**src/rtl/fifo_rd_stream_adapter_if.sv**
```systemverilog
// Bundles the FIFO read port and the downstream valid/ready stream of the
// read-side adapter. The adapter takes the slave view; the environment that
// holds the FIFO and the consumer takes the master view.
interface fifo_rd_stream_adapter_if #(
   parameter int DATA_WIDTH = 8,
   parameter int CNT_WIDTH  = 16
);
   logic                  FIFO_EMPTY;
   logic [DATA_WIDTH-1:0] FIFO_DATA;
   logic                  FIFO_RD_EN;
   logic                  OUT_VALID;
   logic                  OUT_READY;
   logic [DATA_WIDTH-1:0] OUT_DATA;
   logic                  BUSY;
   logic [CNT_WIDTH-1:0]  XFER_CNT;

   modport slave (
      input  FIFO_EMPTY, FIFO_DATA, OUT_READY,
      output FIFO_RD_EN, OUT_VALID, OUT_DATA, BUSY, XFER_CNT
   );

   modport master (
      output FIFO_EMPTY, FIFO_DATA, OUT_READY,
      input  FIFO_RD_EN, OUT_VALID, OUT_DATA, BUSY, XFER_CNT
   );
endinterface

```
**src/rtl/fifo_rd_stream_adapter.sv**
```systemverilog
// Read-side adapter for simple_linear_fifo: issues RD_EN on credit, captures
// the registered FIFO output one cycle later into a 2-entry buffer and
// presents the head word on a valid/ready stream. Credit counts buffered
// words plus the read in flight, so the buffer can never overflow.
module fifo_rd_stream_adapter #(
   parameter int DATA_WIDTH = 8,
   parameter int CNT_WIDTH  = 16
) (
   input  logic                     FCLK,
   input  logic                     FRSTN,
   fifo_rd_stream_adapter_if.slave  bus
);

   logic [1:0]            r_occ;
   logic                  r_inflight;
   logic [DATA_WIDTH-1:0] r_head;
   logic [DATA_WIDTH-1:0] r_tail;
   logic [CNT_WIDTH-1:0]  r_xfer_cnt;

   logic                  w_pop;
   logic                  w_rd_en;
   logic [2:0]            w_credit_used;
   logic [1:0]            w_occ_after_pop;

   // Handshake and read credit. The OUT_READY -> FIFO_RD_EN path is
   // combinational on purpose: a word leaving this cycle frees a slot for a
   // read issued in the same cycle, which keeps one word per clock.
   always_comb begin
      w_pop           = (r_occ != 2'd0) & bus.OUT_READY;
      w_occ_after_pop = r_occ - {1'b0, w_pop};
      w_credit_used   = {1'b0, r_occ} + {2'b00, r_inflight} - {2'b00, w_pop};
      w_rd_en         = FRSTN & ~bus.FIFO_EMPTY & (w_credit_used < 3'd2);
   end

   // Occupancy and in-flight tracking; a read in flight is dropped on reset.
   always_ff @(posedge FCLK or negedge FRSTN) begin
      if (!FRSTN) begin
         r_occ      <= 2'd0;
         r_inflight <= 1'b0;
      end else begin
         r_inflight <= w_rd_en;
         r_occ      <= r_occ + {1'b0, r_inflight} - {1'b0, w_pop};
      end
   end

   // Buffer entries: a pop shifts tail into head, and a captured word lands
   // in whichever slot is first free after that pop.
   always_ff @(posedge FCLK or negedge FRSTN) begin
      if (!FRSTN) begin
         r_head <= '0;
         r_tail <= '0;
      end else begin
         if (w_pop && (r_occ == 2'd2)) begin
            r_head <= r_tail;
         end
         if (r_inflight) begin
            if (w_occ_after_pop == 2'd0) begin
               r_head <= bus.FIFO_DATA;
            end else begin
               r_tail <= bus.FIFO_DATA;
            end
         end
      end
   end

   // Delivered-word counter, wraps naturally at 2^CNT_WIDTH.
   always_ff @(posedge FCLK or negedge FRSTN) begin
      if (!FRSTN) begin
         r_xfer_cnt <= '0;
      end else if (w_pop) begin
         r_xfer_cnt <= r_xfer_cnt + 1'b1;
      end
   end

   assign bus.FIFO_RD_EN = w_rd_en;
   assign bus.OUT_VALID  = (r_occ != 2'd0);
   assign bus.OUT_DATA   = r_head;
   assign bus.BUSY       = (r_occ != 2'd0) | r_inflight;
   assign bus.XFER_CNT   = r_xfer_cnt;

endmodule

```
**src/flat_wrapper.sv**
```systemverilog
// flat-port wrapper written by rule: the top's interface ports become plain ports
module fifo_rd_stream_adapter_flat 
#(
   parameter int DATA_WIDTH = 8,
   parameter int CNT_WIDTH  = 16
)
  (FCLK, FRSTN, bus_FIFO_EMPTY, bus_FIFO_DATA, bus_OUT_READY, bus_FIFO_RD_EN, bus_OUT_VALID, bus_OUT_DATA, bus_BUSY, bus_XFER_CNT);
  fifo_rd_stream_adapter_if #(.DATA_WIDTH(DATA_WIDTH), .CNT_WIDTH(CNT_WIDTH)) bus_i ();
  input  logic FCLK;
  input  logic FRSTN;
  input wire logic [$bits(bus_i.FIFO_EMPTY)-1:0] bus_FIFO_EMPTY;
  input wire logic [$bits(bus_i.FIFO_DATA)-1:0] bus_FIFO_DATA;
  input wire logic [$bits(bus_i.OUT_READY)-1:0] bus_OUT_READY;
  output wire logic [$bits(bus_i.FIFO_RD_EN)-1:0] bus_FIFO_RD_EN;
  output wire logic [$bits(bus_i.OUT_VALID)-1:0] bus_OUT_VALID;
  output wire logic [$bits(bus_i.OUT_DATA)-1:0] bus_OUT_DATA;
  output wire logic [$bits(bus_i.BUSY)-1:0] bus_BUSY;
  output wire logic [$bits(bus_i.XFER_CNT)-1:0] bus_XFER_CNT;
  assign bus_i.FIFO_EMPTY = bus_FIFO_EMPTY;
  assign bus_i.FIFO_DATA = bus_FIFO_DATA;
  assign bus_i.OUT_READY = bus_OUT_READY;
  assign bus_FIFO_RD_EN = bus_i.FIFO_RD_EN;
  assign bus_OUT_VALID = bus_i.OUT_VALID;
  assign bus_OUT_DATA = bus_i.OUT_DATA;
  assign bus_BUSY = bus_i.BUSY;
  assign bus_XFER_CNT = bus_i.XFER_CNT;
  fifo_rd_stream_adapter #(.DATA_WIDTH(DATA_WIDTH), .CNT_WIDTH(CNT_WIDTH)) u_core (.FCLK(FCLK), .FRSTN(FRSTN), .bus(bus_i));
endmodule
```
**config.mk**
```make
export PLATFORM = sky130hd
export DESIGN_NAME = fifo_rd_stream_adapter_flat
export DESIGN_NICKNAME = d
export VERILOG_FILES = /design/src/rtl/fifo_rd_stream_adapter_if.sv /design/src/rtl/fifo_rd_stream_adapter.sv /design/src/flat_wrapper.sv
export SDC_FILE = /design/constraint.sdc
export NUM_CORES = 1
export LEC_CHECK = 0
export CAP_MARGIN = 20
export CORE_ASPECT_RATIO = 1.25
export CORE_MARGIN = 4
export CORE_UTILIZATION = 48
export DETAILED_ROUTE_END_ITERATION = 8
export PLACE_DENSITY_LB_ADDON = 0.15
export REMOVE_ABC_BUFFERS = 1
export SLEW_MARGIN = 15
export SYNTH_ARGS = -nofsm -noshare
export SYNTH_HDL_FRONTEND = slang
export SYNTH_SLANG_ARGS = --single-unit
export TNS_END_PERCENT = 50
```
**constraint.sdc**
```tcl
create_clock -name FCLK -period 2.1 [get_ports FCLK]
set_input_delay 0.21 -clock FCLK [delete_from_list [all_inputs] [get_ports FCLK]]
set_output_delay 0.21 -clock FCLK [all_outputs]
set_load 0.005 [all_outputs]
```
==> key figures <==
Hold path
  • Hold Crit Class: primary input to asynchronous set/reset pin

Drt
  • Via Count: between 1000 and 1500
  • WL per Instance: 14.0 um
  • # DRC: 0
  • Initial DRT Pass Iterations: 4
  • WL final: 3.12 mm
  • Final ANT Viol Nets: 0
  • Vias per cell: slightly above 5
  • DR iter-0 viols: 30

Flow run
  • Max Cap Viol: 0

Critical path
  • Worst setup path end: bus_FIFO_RD_EN
  • CP Class: primary input to output pin
  • Slowest stage delay, CP: 0.50 ns
  • CP Depth: 7
  • CP startpoint kind: primary input
  • Slowest CP cell: clkdlybuf4s50_1
  • R2R setup slack: 0.12 ns
  • Req. time, crit path: approximately 1.9 ns
  • Worst path cell trace: clkdlybuf4s50_1, nand2b_1, nand2_1, ha_1, fa_1, nor4b_2, buf_2
  • Largest delay share family, worst path: buffers and inverters
  • Crit path DAT: 2.09 ns
  • CP Buf/Inv Count: 2
  • Worst Setup SP: bus_OUT_READY
  • Crit-path max FO: 3
  • R2R Path Start: u_core.r_occ[0]
  • Crit. End Element: output pin
  • RR Endpoint: u_core.r_inflight
  • R2R depth: 8

Power and ir drop
  • Overall power: 2.84 mW
  • Pwr Density: 1280 nW/um2
  • LEAKAGE: approximately 1.1 nW
  • Worst VDD drop: 0.00111 V

Yosys
  • Cells after Synth: 127
  • Post-synth top area share: around 56%
  • Cell Area, Synth: between 1500 and 2000 um2
  • Unique cell type count in the Yosys netlist: 29
  • Synth area leaders: dfrtp_1 (56%), mux2_2 (6.4%), mux2i_1 (5.1%), xnor2_1 (4.4%), xor2_1 (4.4%)
  • Synthesized area per cell: 12.4 um2
  • Top cell type by total area after synthesis: dfrtp_1
  • Sequential cell area fraction in the yosys report: 55.5%
  • Synth warn: 0
  • Flops & latches, synth: 35

Global routing
  • Pin count of the biggest net entering global routing: 36
  • Antenna violations before repair: 0
  • GR Overflow Total: 0
  • Gr usage total: 16.7%
  • First-pass GRT wire length: 5.29 mm
  • Vias in the first global route: ~1200

Clock network
  • Clock root cell: clkbuf_8
  • TritonCTS clock tree: done
  • CTS buffer count: 5
  • Clock slew at reported path FFs: 0.06 ns
  • Clock Latency Late Sink: 0.28 ns
  • Post-CTS Hold Buffers: 0
  • Max H-tree Level: 2
  • Clock buffer depth: 2
  • Sink Count: 35

Placement
  • Placed insts: about 210
  • Global placer's final weighted congestion: about 0.77
  • HPWL after detailed placement: 2.28 mm
  • # port buffers: 38
  • Pre-CTS setup slack: -0.709 ns
  • Placed cell area: around 2100 um2

Cells and area
  • Layout Cells excl Fill: 223
  • Post-layout util: 69.8%
  • Register area: ~900 um2
  • Area of the multi-input gates: 694 um2
  • Area grow syn2layout: 41.3%
  • # fillers: about 250
  • Antenna Cells: 0
  • Nets: 201
  • Design area: about 2200 um2
  • Layout cells sized above 1: a little over a fifth

STA
  • Final setup viols: 1
  • Fin. max-slew vios: 0
  • Slew @ Worst Pin: 0.437 ns
  • Slew headroom: 70.8%
  • Crit path time final: 2.30 ns
  • Final hold violations: 0
  • Final period util: 110%
  • Final worst slack: -0.200 ns
  • Fmax: 0.435 GHz
  • Skew final: 0.00219 ns
  • RSZ-0062 raised after global routing: yes

Run status
  • Failing checks: negative setup slack
  • Status: complete, but fails checks

Die
  • Die Y: 72.1 um
  • Rows: 23
  • Die area: 4270 um2
  • Die X: 59.3 um
  • Core area: 3190 um2
  • Top Ports: 39
  • Initial Util: 49.4%
-- synth_stat cells, drive strengths merged --
cell,number
nand2,7
mux2i,8
nor3,6
and4,1
nand3b,1
dfrtp,35
nand4,3
fa,1
nand3,5
buf,2
or3,1
nor2,10
mux2,9
or2,1
nand2b,1
nand4b,1
a21oi,8
nor3b,1
nor4b,1
inv,2
and3,2
o21ai,1
ha,3
o21a,1
xnor2,8
xor2,8
-- layout make-up --
class	count	share of cell area (%)
Clock buffer	6	3.70
Timing Repair Buffer	53	21.9
Tap cell	37	2.08
Sequential cell	35	39.3
Inverter	2	0.337
Multi-Input combinational cell	88	31.1
Clock inverter	2	1.57
-- power breakdown --
group	internal [mW]	switching [mW]
combinational	0.708	0.440
clock	0.384	0.234
sequential	0.913	0.165
-- cells by family (layout without fill, tap and decap cells) --
logic type / after synthesis / after routing / share of synthesized area (%)
XOR/XNOR: 16 / 16 / 8.88
adder cells (fa/ha/maj): 4 / 4 / 3.65
AND/OR/NAND/NOR: 41 / 41 / 14.8
multiplexers: 17 / 17 / 11.5
AO/OA/AOI/OAI: 10 / 10 / 4.04
flip-flops: 35 / 35 / 55.5
buffers and inverters: 4 / 63 / 1.67
-- repair_timing --
action | CTS | global route
endpoints found under the hold margin | 0 | 0
endpoints found under the setup margin | 1 | 10
pin swaps | 1 | 2
buffers inserted | 3 | 0
resized for setup | 5 | 1
-- sequential cells by signal, indices dropped and copies added (netlist names) --
| signal | count |
|---|---|
| u_core.bus.OUT_DATA | 8 |
| u_core.bus.XFER_CNT | 16 |
| u_core.r_inflight | 1 |
| u_core.r_occ | 2 |
| u_core.r_tail | 8 |
-- cell usage in the layout, fill, tap and decap left out, types with 5 or more instances in the layout --
cell type and count:
mux2_2 9, mux2i_1 8, nand3_1 5, nor3_1 6, clkdlybuf4s50_1 37, dfrtp_1 35
a21oi_1 8, xor2_1 8, nor2_1 10, xnor2_1 8, nand2_1 7, clkbuf_8 6
buf_4 15
-- how the worst min path moves through the flow --
stage	end	cells after the start	startpoint	slack [ns]
final	u_core.bus.XFER_CNT[4]	2	FRSTN	0.40
after floorplan	u_core.bus.OUT_DATA[0]	0	FRSTN	-0.09
after global placement	u_core.bus.XFER_CNT[15]	1	u_core.bus.XFER_CNT[15]	0.46
after global routing	u_core.bus.XFER_CNT[0]	2	FRSTN	0.44
after CTS	u_core.bus.XFER_CNT[12]	2	FRSTN	0.41
after detailed placement	u_core.bus.XFER_CNT[15]	1	u_core.bus.XFER_CNT[15]	0.47
-- worst register-to-register path: cells and delay by family, from the launching register on --
family / cells / cell delay, ns
simple gates: 3 / 0.59
buf+inv: 3 / 0.34
fa+ha+maj: 2 / 0.60
flops: 1 / 0.39
-- per-stage QoR --
stage	TNS, ns	hold slack, ns
final	-0.200	0.397
after global routing	-0.276	0.441
after detailed placement	-3.16	0.472
after floorplan	-0.527	-0.0856
after CTS	-0.220	0.411
after global placement	-2.37	0.459
-- layer usage --
metal  track usage [%]  share of wire, %  vias up
li1                  -                 -      554
met1              16.9                38      544
met2              29.6                55       26
met3              6.05               6.1        7
met4              8.06               1.3        0
met5                 0                 0        -
Note: power is estimated with default switching activity, not from simulation.
